==> config.mk <==
export PLATFORM = sky130hd
export DESIGN_NAME = instr_decode_stage
export DESIGN_NICKNAME = d
export VERILOG_FILES = /design/src/rtl/riscv_pkg.sv /design/src/rtl/instr_class_decoder.sv /design/src/rtl/instr_decode_stage.sv
export SDC_FILE = /design/constraint.sdc
export NUM_CORES = 1
export LEC_CHECK = 0
export CORE_ASPECT_RATIO = 1.4
export CORE_MARGIN = 10
export CORE_UTILIZATION = 35
export DETAILED_ROUTE_END_ITERATION = 8
export HOLD_SLACK_MARGIN = 0.12
export PLACE_DENSITY_LB_ADDON = 0.08
export SKIP_LAST_GASP = 1
export SLEW_MARGIN = 20
export SYNTH_ARGS = -nofsm -noshare
export SYNTH_HDL_FRONTEND = slang
export SYNTH_SLANG_ARGS = --single-unit
==> constraint.sdc <==
create_clock -name clk -period 1.4 [get_ports clk]
set_input_delay 0.28 -clock clk [delete_from_list [all_inputs] [get_ports clk]]
set_output_delay 0.28 -clock clk [all_outputs]
set_load 0.01 [all_outputs]
==> src/rtl/riscv_pkg.sv <==
// Shared RISC-V decode definitions: imm_type codes, opcodes, NOP,
// decoded control bundle and the ID stage occupancy states.
package riscv_pkg;

  localparam logic [2:0] IMM_I    = 3'b000;
  localparam logic [2:0] IMM_S    = 3'b001;
  localparam logic [2:0] IMM_B    = 3'b010;
  localparam logic [2:0] IMM_U    = 3'b011;
  localparam logic [2:0] IMM_J    = 3'b100;
  localparam logic [2:0] IMM_NONE = 3'b111;

  localparam logic [6:0] OPC_LUI    = 7'b0110111;
  localparam logic [6:0] OPC_AUIPC  = 7'b0010111;
  localparam logic [6:0] OPC_JAL    = 7'b1101111;
  localparam logic [6:0] OPC_JALR   = 7'b1100111;
  localparam logic [6:0] OPC_LOAD   = 7'b0000011;
  localparam logic [6:0] OPC_OPIMM  = 7'b0010011;
  localparam logic [6:0] OPC_STORE  = 7'b0100011;
  localparam logic [6:0] OPC_BRANCH = 7'b1100011;
  localparam logic [6:0] OPC_OP     = 7'b0110011;

  localparam logic [31:0] INSTR_NOP = 32'h0000_0013;

  typedef struct packed {
    logic [2:0] imm_type;
    logic       reg_write;
    logic       mem_read;
    logic       mem_write;
    logic       branch;
    logic       jump;
    logic       illegal;
  } ctrl_t;

  // Control value seen on the stage outputs while in reset.
  localparam ctrl_t CTRL_RESET = '{IMM_NONE, 1'b0, 1'b0, 1'b0, 1'b0, 1'b0, 1'b0};

  // EMPTY: nothing held; FULL: output register only; SKID: output + skid.
  typedef enum logic [1:0] {
    ST_EMPTY = 2'd0,
    ST_FULL  = 2'd1,
    ST_SKID  = 2'd2
  } id_state_t;

endpackage

==> src/rtl/instr_class_decoder.sv <==
// Combinational opcode classifier: imm_type, class flags, illegal.
module instr_class_decoder
  import riscv_pkg::*;
(
  input  logic [6:0] opcode,
  input  logic [4:0] rd,
  output ctrl_t      ctrl
);

  logic writes_rd;

  // Map opcode to immediate format and class; rd==x0 suppresses reg_write.
  always_comb begin
    ctrl      = '{IMM_NONE, 1'b0, 1'b0, 1'b0, 1'b0, 1'b0, 1'b0};
    writes_rd = 1'b0;
    unique case (opcode)
      OPC_LUI, OPC_AUIPC: begin ctrl.imm_type = IMM_U; writes_rd = 1'b1; end
      OPC_JAL:    begin ctrl.imm_type = IMM_J; ctrl.jump = 1'b1; writes_rd = 1'b1; end
      OPC_JALR:   begin ctrl.imm_type = IMM_I; ctrl.jump = 1'b1; writes_rd = 1'b1; end
      OPC_LOAD:   begin ctrl.imm_type = IMM_I; ctrl.mem_read = 1'b1; writes_rd = 1'b1; end
      OPC_OPIMM:  begin ctrl.imm_type = IMM_I; writes_rd = 1'b1; end
      OPC_STORE:  begin ctrl.imm_type = IMM_S; ctrl.mem_write = 1'b1; end
      OPC_BRANCH: begin ctrl.imm_type = IMM_B; ctrl.branch = 1'b1; end
      OPC_OP:     begin ctrl.imm_type = IMM_NONE; writes_rd = 1'b1; end
      default:    ctrl.illegal = 1'b1;
    endcase
    ctrl.reg_write = writes_rd & (rd != 5'd0);
  end

endmodule

==> src/rtl/instr_decode_stage.sv <==
// Registered ID stage: output register plus one-entry skid buffer giving
// full throughput with a registered in_ready. Decode happens on accept.
// Optional: DECODE_STATS_EN adds stat_decoded / stat_stall counters.
module instr_decode_stage
  import riscv_pkg::*;
#(
  parameter int              XLEN     = 32,
  parameter logic [XLEN-1:0] RESET_PC = '0
) (
  input  logic            clk,
  input  logic            rst_n,
  input  logic            flush,
  input  logic            in_valid,
  output logic            in_ready,
  input  logic [XLEN-1:0] in_pc,
  input  logic [31:0]     in_instr,
  output logic            out_valid,
  input  logic            out_ready,
  output logic [XLEN-1:0] out_pc,
  output logic [31:0]     out_instr,
  output logic [2:0]      out_imm_type,
  output logic [4:0]      out_rd,
  output logic [4:0]      out_rs1,
  output logic [4:0]      out_rs2,
  output logic            out_reg_write,
  output logic            out_mem_read,
  output logic            out_mem_write,
  output logic            out_branch,
  output logic            out_jump,
  output logic            out_illegal
`ifdef DECODE_STATS_EN
  ,
  output logic [31:0]     stat_decoded,
  output logic [31:0]     stat_stall
`endif
);

  id_state_t       state, state_nxt;
  ctrl_t           in_ctrl, out_ctrl, skid_ctrl;
  logic [XLEN-1:0] skid_pc;
  logic [31:0]     skid_instr;
  logic            acc, drain, load_from_in, load_from_skid;

  instr_class_decoder u_dec (
    .opcode (in_instr[6:0]),
    .rd     (in_instr[11:7]),
    .ctrl   (in_ctrl)
  );

  assign acc   = in_valid & in_ready;
  assign drain = out_valid & out_ready;

  // Output register takes a fresh entry when empty or draining with nothing
  // waiting; it takes the skid entry when draining from SKID.
  assign load_from_in   = !flush && acc && (state == ST_EMPTY || drain);
  assign load_from_skid = !flush && (state == ST_SKID) && drain;

  // State register.
  always_ff @(posedge clk or negedge rst_n) begin
    if (!rst_n) state <= ST_EMPTY;
    else        state <= state_nxt;
  end

  // Next-state: flush wins; otherwise track occupancy (0/1/2 entries).
  always_comb begin
    state_nxt = state;
    if (flush) state_nxt = ST_EMPTY;
    else begin
      unique case (state)
        ST_EMPTY: if (acc) state_nxt = ST_FULL;
        ST_FULL: begin
          if (acc && !drain)      state_nxt = ST_SKID;
          else if (!acc && drain) state_nxt = ST_EMPTY;
        end
        ST_SKID:  if (drain) state_nxt = ST_FULL;
        default:  state_nxt = ST_EMPTY;
      endcase
    end
  end

  // Handshake outputs are pure functions of the registered state.
  always_comb begin
    out_valid = (state != ST_EMPTY);
    in_ready  = (state != ST_SKID);
  end

  // Output payload register; held while out_valid & !out_ready.
  always_ff @(posedge clk or negedge rst_n) begin
    if (!rst_n) begin
      out_pc    <= RESET_PC;
      out_instr <= INSTR_NOP;
      out_ctrl  <= CTRL_RESET;
    end else if (load_from_in) begin
      out_pc    <= in_pc;
      out_instr <= in_instr;
      out_ctrl  <= in_ctrl;
    end else if (load_from_skid) begin
      out_pc    <= skid_pc;
      out_instr <= skid_instr;
      out_ctrl  <= skid_ctrl;
    end
  end

  // Skid entry captured when accepting while the output is stalled.
  always_ff @(posedge clk or negedge rst_n) begin
    if (!rst_n) begin
      skid_pc    <= '0;
      skid_instr <= INSTR_NOP;
      skid_ctrl  <= CTRL_RESET;
    end else if (!flush && state == ST_FULL && acc && !drain) begin
      skid_pc    <= in_pc;
      skid_instr <= in_instr;
      skid_ctrl  <= in_ctrl;
    end
  end

  // Indices read straight from the held instruction; a NOP yields all zero.
  assign out_rd        = out_instr[11:7];
  assign out_rs1       = out_instr[19:15];
  assign out_rs2       = out_instr[24:20];
  assign out_imm_type  = out_ctrl.imm_type;
  assign out_reg_write = out_ctrl.reg_write;
  assign out_mem_read  = out_ctrl.mem_read;
  assign out_mem_write = out_ctrl.mem_write;
  assign out_branch    = out_ctrl.branch;
  assign out_jump      = out_ctrl.jump;
  assign out_illegal   = out_ctrl.illegal;

`ifdef DECODE_STATS_EN
  // Free-running wrap-around counters; flush does not touch them.
  always_ff @(posedge clk or negedge rst_n) begin
    if (!rst_n) begin
      stat_decoded <= '0;
      stat_stall   <= '0;
    end else begin
      if (drain)                  stat_decoded <= stat_decoded + 32'd1;
      if (out_valid & !out_ready) stat_stall   <= stat_stall + 32'd1;
    end
  end
`endif

endmodule

=== Word-level counts from Yosys, hierarchy flattened ===
Cells that the tools add are included.

* Equality and inequality tests: 15
* Reductions and logical operators: 23
* Mux-type cells: 19
* Bitwise operators: 3

{| class="wikitable"
|+ Operators with widths
! cell !! number
|-
| $mux 32 || 4
|-
| $eq 7x6->1 const B || 3
|-
| $eq 7x7->1 const B || 3
|-
| $mux 9 || 2
|-
| $pmux 3 s5 || 1
|-
| $eq 7x5->1 const B || 2
|-
| $mux 2 || 5
|-
| $logic_and 1x1->1 || 9
|-
| $reduce_or 9->1 || 1
|-
| $eq 7x2->1 const B || 1
|-
| $reduce_or 7->1 || 1
|-
| $mux 1 || 6
|-
| $ne 3x3->1 const B || 2
|-
| $pmux 2 s3 || 1
|-
| $reduce_bool 5->1 || 1
|-
| $ne 4x4->1 const B || 1
|-
| $reduce_bool 2->1 || 2
|-
| $reduce_or 2->1 || 2
|-
| $and 1x1->1 || 3
|-
| $logic_not 1->1 || 3
|-
| $reduce_and 3->1 || 1
|-
| $reduce_or 3->1 || 1
|-
| $eq 2x1->1 const B || 1
|-
| $eq 2x2->1 const B || 1
|-
| 3 further kinds || 3
|}

* Logic and storage cells: 79
* Bits in registers: 148
* Input port bits: 69
* Output and inout port bits: 90

=== Logic depth before layout (Yosys ltp) ===
* Word-level depth: 8
* Gate-level depth with buffers: 6

=== By module ===
From an unflattened synthesis, not the netlist that was laid out.

* Cells, all modules: 453
* Area total of the unflattened synthesis: 6870.3 um2

{| class="wikitable"
|+ By module, submodules not included
! module !! times used !! cells each !! area each (um2) !! seq. area each (um2)
|-
| instr_decode_stage || 1 || 422 || 6707.7 || 3718.6
|-
| instr_class_decoder || 1 || 31 || 162.7 || 0.0
|}

=== Worst setup path after synthesis ===
OpenSTA, ideal clock, no wires.

* Path type: register to register
* Start: reg state[0]
* End: reg out_ctrl (netlist bit out_mem_write)
* Setup time: 0.119 ns
* Path slack: -0.130 ns
* Stages on the path, launching flop included: 7
* Data arrival time: 1.411 ns
* Clock period less this slack: 1.530 ns
* Cell sequence: dfrtp_1 > or2_1 > a21oi_4 > buf_4 > buf_4 > o21ai_0 > o21a_1

* Cells in the longest elaborated chain, start to end: 5
* Elaborated cells between the ends (all ways): 13

{| class="wikitable"
|+ Ends and longest elaborated chain
! element !! line !! RTL
|-
| start, declared || instr_decode_stage.sv:38 || <nowiki>id_state_t state, state_nxt;</nowiki>
|-
| start signal, assigned || instr_decode_stage.sv:61 || <nowiki>else state <= state_nxt;</nowiki>
|-
| $reduce_bool 2->1 (*) || instr_decode_stage.sv:83 || <nowiki>out_valid = (state != ST_EMPTY);</nowiki>
|-
| via out_valid || instr_decode_stage.sv:17 || <nowiki>output logic out_valid,</nowiki>
|-
| $and 1x1->1 (*) || instr_decode_stage.sv:51 || <nowiki>assign drain = out_valid & out_ready;</nowiki>
|-
| $logic_or 1x1->1 || instr_decode_stage.sv:55 || <nowiki>assign load_from_in = !flush && acc && (state == ST_EMPTY || drain);</nowiki>
|-
| $logic_and 1x1->1 || instr_decode_stage.sv:55 ||
|-
| $mux 9 / $reduce_bool 2->1 (equally long branches) || - ||
|-
| end signal, assigned || instr_decode_stage.sv:96 || <nowiki>out_ctrl <= in_ctrl;</nowiki>
|-
| end signal, assigned || instr_decode_stage.sv:100 || <nowiki>out_ctrl <= skid_ctrl;</nowiki>
|-
| end, declared || instr_decode_stage.sv:39 || <nowiki>ctrl_t in_ctrl, out_ctrl, skid_ctrl;</nowiki>
|}

The timed path passes the listed nets; every way through them passes the cells marked *.
A chain may end at the register's enable or synchronous reset.

=== Final worst setup path ===
* Start: reg state[0]
* End: reg out_pc[22]

* Cells in the longest elaborated chain, start to end: 5
* Elaborated cells between the ends (all ways): 13

{| class="wikitable"
|+ Ends and longest elaborated chain
! element !! line !! RTL
|-
| $ne 2x2->1 / $reduce_bool 2->1 (equally long branches) || instr_decode_stage.sv:84, instr_decode_stage.sv:83 ||
|-
| $and 1x1->1, on equally long branches || instr_decode_stage.sv:50, instr_decode_stage.sv:51 ||
|-
| $logic_and 1x1->1 / $logic_or 1x1->1 (equally long branches) || instr_decode_stage.sv:55 ||
|-
| $logic_and 1x1->1 || instr_decode_stage.sv:55 ||
|-
| $mux 32 / $reduce_bool 2->1 (equally long branches) || - ||
|-
| end signal, assigned || instr_decode_stage.sv:94 || <nowiki>out_pc <= in_pc;</nowiki>
|-
| end signal, assigned || instr_decode_stage.sv:98 || <nowiki>out_pc <= skid_pc;</nowiki>
|-
| end, declared || instr_decode_stage.sv:19 || <nowiki>output logic [XLEN-1:0] out_pc,</nowiki>
|}

Several ways; a longest one is shown, not always the timed one.

==> impl_metrics.json <==
{
  "status": "finished, violations left",
  "violations": "negative setup slack",
  "initialDrtViolationCount": 348,
  "synth_area_leader_cell": "dfrtp_1",
  "cp.required_ns": 1.69,
  "synth_fa_ha_area_share_pct": 0,
  "grt_pass1_vias": 6057,
  "finalSetupViolCount": 148,
  "cp_common_cell": "buf_12",
  "crit_buf_inv": 3,
  "grt-ovfl-total": 0,
  "reg2reg_depth": 6,
  "place_area_sq_um": 8706,
  "cts_sinks": 148,
  "die_w_microns": 135.6,
  "hold_violations": 0,
  "dr_total_vias": 5835,
  "finalSetupTns_ns": -18.65,
  "max_freq_mhz": 627.2,
  "total_leakage_power_nw": 5.055,
  "drive_above_1_share_pct": 39.14,
  "tritoncts": "done",
  "netlist_area_sq_um": 6548,
  "syn2layout_area_growth_pct": 74.03,
  "hold_class": "input pin to asynchronous set/reset pin",
  "die_h_microns": 181.8,
  "rrSetupSlack_ns": -0.19,
  "syn_inst": 672,
  "viasPerCell": 4.991,
  "fin_nets": 982,
  "synth-xor-area-share_pct": 0,
  "slowest_stage": "dfrtp_1",
  "crit_path_max_fanout": 5,
  "powerDensity_nw_per_um2": 1238,
  "ant_nets": 0,
  "cts-root-buf": "clkbuf_16",
  "cp_top_family": "flip-flops",
  "yosys.area_share.simple_pct": 18.21,
  "portBuffers": 158,
  "grt_pass1_wl_mm": 33.53,
  "crit_path_start_kind": "flop",
  "core_sq_um": 18530,
  "endpoint_kind": "flop",
  "cts_buffer_depth": 2,
  "drt-total-wl_mm": 23.34,
  "synth_compound_area_share_pct": 9.192,
  "r2r_end": "out_pc[22]$_DFFE_PN0P_",
  "worst_pin_slew_ns": 0.3198,
  "synth-seq-cells": 148,
  "period_needed_ns": 1.594,
  "relSlewSlack_pct": 78.68,
  "final_max_slew_viol_count": 0,
  "synthesis.nets": 741,
  "htree_levels": 4,
  "synth_common_cells": "nand2_1 (261), dfrtp_1 (136), o21ai_1 (72), mux2i_1 (65), buf_4 (18)",
  "fin_worst_skew_ns": 0.01262,
  "yosys_warnings": 0,
  "grt_setup_unrepaired": "true",
  "cpPeakStageDelay_ns": 0.41,
  "finalInstanceArea_sq_um": 11390,
  "grt.total_usage_pct": 17.16,
  "period_share_pct": 113.9,
  "antenna_found_initial": 0,
  "initial_core_util_pct": 35.34,
  "gp_congestion": 0.8306,
  "synth_edf_count": 0,
  "post-dp-hpwl_mm": 13.03,
  "async_flop_share_pct": 100.0,
  "arrival_ns": 1.89,
  "synth_most_common_cell": "nand2_1",
  "die_area_sq_um": 24660,
  "post_drt_wl_per_cell_microns": 19.97,
  "cap_violations": 0,
  "synth_ff_type": "dfrtp_1",
  "ys_seq_area_share_pct": 56.79,
  "synth.distinct_cells": 42,
  "antenna_cells": 0,
  "clk_pin_slew_ns": 0.06,
  "muxShareOfSynthArea_pct": 10.28,
  "drcViolationCount": 0,
  "synth_area_leaders": "dfrtp_1 (52%), nand2_1 (15%), mux2i_1 (9.9%), o21ai_1 (5.5%), dfstp_2 (4.8%)",
  "r2r_start": "state[0]$_DFFE_PN0P_",
  "pin_count": 159,
  "syn_avg_cell_area_sq_um": 9.743,
  "drt-pass1-iter-count": 6,
  "path_cells": "and4bb_4 > buf_12 > buf_12 > buf_16 > mux2i_4 > o21ai_1",
  "vdd_drop_max_mv": 0.7740,
  "grt_max_degree": 52,
  "clock_latency_ns": 0.42,
  "rows": 59,
  "synth_top_area_share_pct": 51.98,
  "worstSetupPathType": "flop to flop",
  "cts_buffers": 17,
  "setup_slack_ns": -0.1945,
  "synth_top_family_by_area": "simple AND/OR/NAND/NOR gates"
}
## cells in the final DEF (no fill, tap or decap), drive strengths merged, types with 10 or more instances in the layout
cell and instances:
nor2 10, o21ai 73, clkdlybuf4s50 67, a21oi 11
dfstp 12, buf 119, clkdlybuf4s15 61, dfrtp 136
dlygate4sd2 19, nand2 261, clkbuf 32, mux2i 65
## worst max-delay path by stage
stage               slack [ns]  depth (start not counted)                 start                        end
floorplan                -0.10                          5  state[0]$_DFFE_PN0P_  out_mem_write$_DFFE_PN0P_
global placement         -0.49                          5           in_instr[7]  out_reg_write$_DFFE_PN0P_
detailed placement       -0.48                          5           in_instr[7]  out_reg_write$_DFFE_PN0P_
CTS                      -0.17                          6  state[0]$_DFFE_PN0P_  out_instr[12]$_DFFE_PN0P_
global route             -0.26                          6  state[0]$_DFFE_PN0P_  out_instr[12]$_DFFE_PN0P_
finish                   -0.19                          6  state[0]$_DFFE_PN0P_     out_pc[22]$_DFFE_PN0P_
## layout make-up
cell class	instances	area, sq um
multi-input combinational	465	3326
inverter	2	7.507
sequential	148	3719
clock buffer	20	466.7
clock inverter	11	147.6
fill	1490	7134
timing repair buffer	279	3423
tap	244	305.3
## what timing repair did
| action | 4_1_cts | 5_1_grt |
|---|---|---|
| resized for setup | 238 | 269 |
| endpoints found under the setup margin | 230 | 195 |
| hold buffers | 1 | 0 |
| cloned | 17 | 14 |
| hold endpoints to repair | 138 | 0 |
| setup buffers | 22 | 12 |
| pin swaps | 38 | 122 |
## stage by stage
step	power, mW	setup slack, ns	std cells	hold WS [ns]	utilization, %
after floorplan	7.053	-0.1005	672	-0.01559	-
after global placement	8.624	-0.4898	1077	0.1709	46.98
after detailed placement	8.732	-0.4786	1077	0.1721	46.98
after CTS	13.51	-0.1717	1148	0.3014	55.13
after global routing	14.83	-0.2589	1169	0.3356	61.50
final	14.11	-0.1945	1169	0.3042	61.50
## worst register-to-register path: stages (launching register included)
cell and delay [ns]:
dfrtp_1 0.41, and4bb_4 0.38, buf_12 0.13, buf_12 0.11, buf_16 0.13, mux2i_4 0.23
o21ai_1 0.08
## sequential cells by signal, indices dropped and copies added, names as in the netlist
name,flops
out_mem_read,1
out_pc,32
skid_ctrl,9
out_instr,32
state,2
skid_pc,32
out_imm_type,3
out_reg_write,1
out_mem_write,1
skid_instr,32
out_jump,1
out_illegal,1
out_branch,1
## routing by layer
layer	part of all wire, %	GRT usage (%)
met5	0	0
met4	1.1	4.275
met3	5.7	4.254
met2	52	28.45
met1	42	21.72
## where the power goes
| group | switching [mW] | internal [mW] | total [mW] | leakage, nW |
|---|---|---|---|---|
| combinational | 1.52 | 1.82 | 3.34 | 2.91 |
| clock | 1.81 | 2.95 | 4.76 | 0.303 |
| sequential | 0.763 | 5.24 | 6.00 | 1.84 |
## cells by family (layout without fill, tap and decap cells)
family	after synthesis	after routing
buffers and inverters	59	312
flip-flops	148	148
multiplexers	67	67
AND/OR/NAND/NOR	295	295
AO/OA/AOI/OAI	103	103
Note: power is estimated with default switching activity, not from simulation.
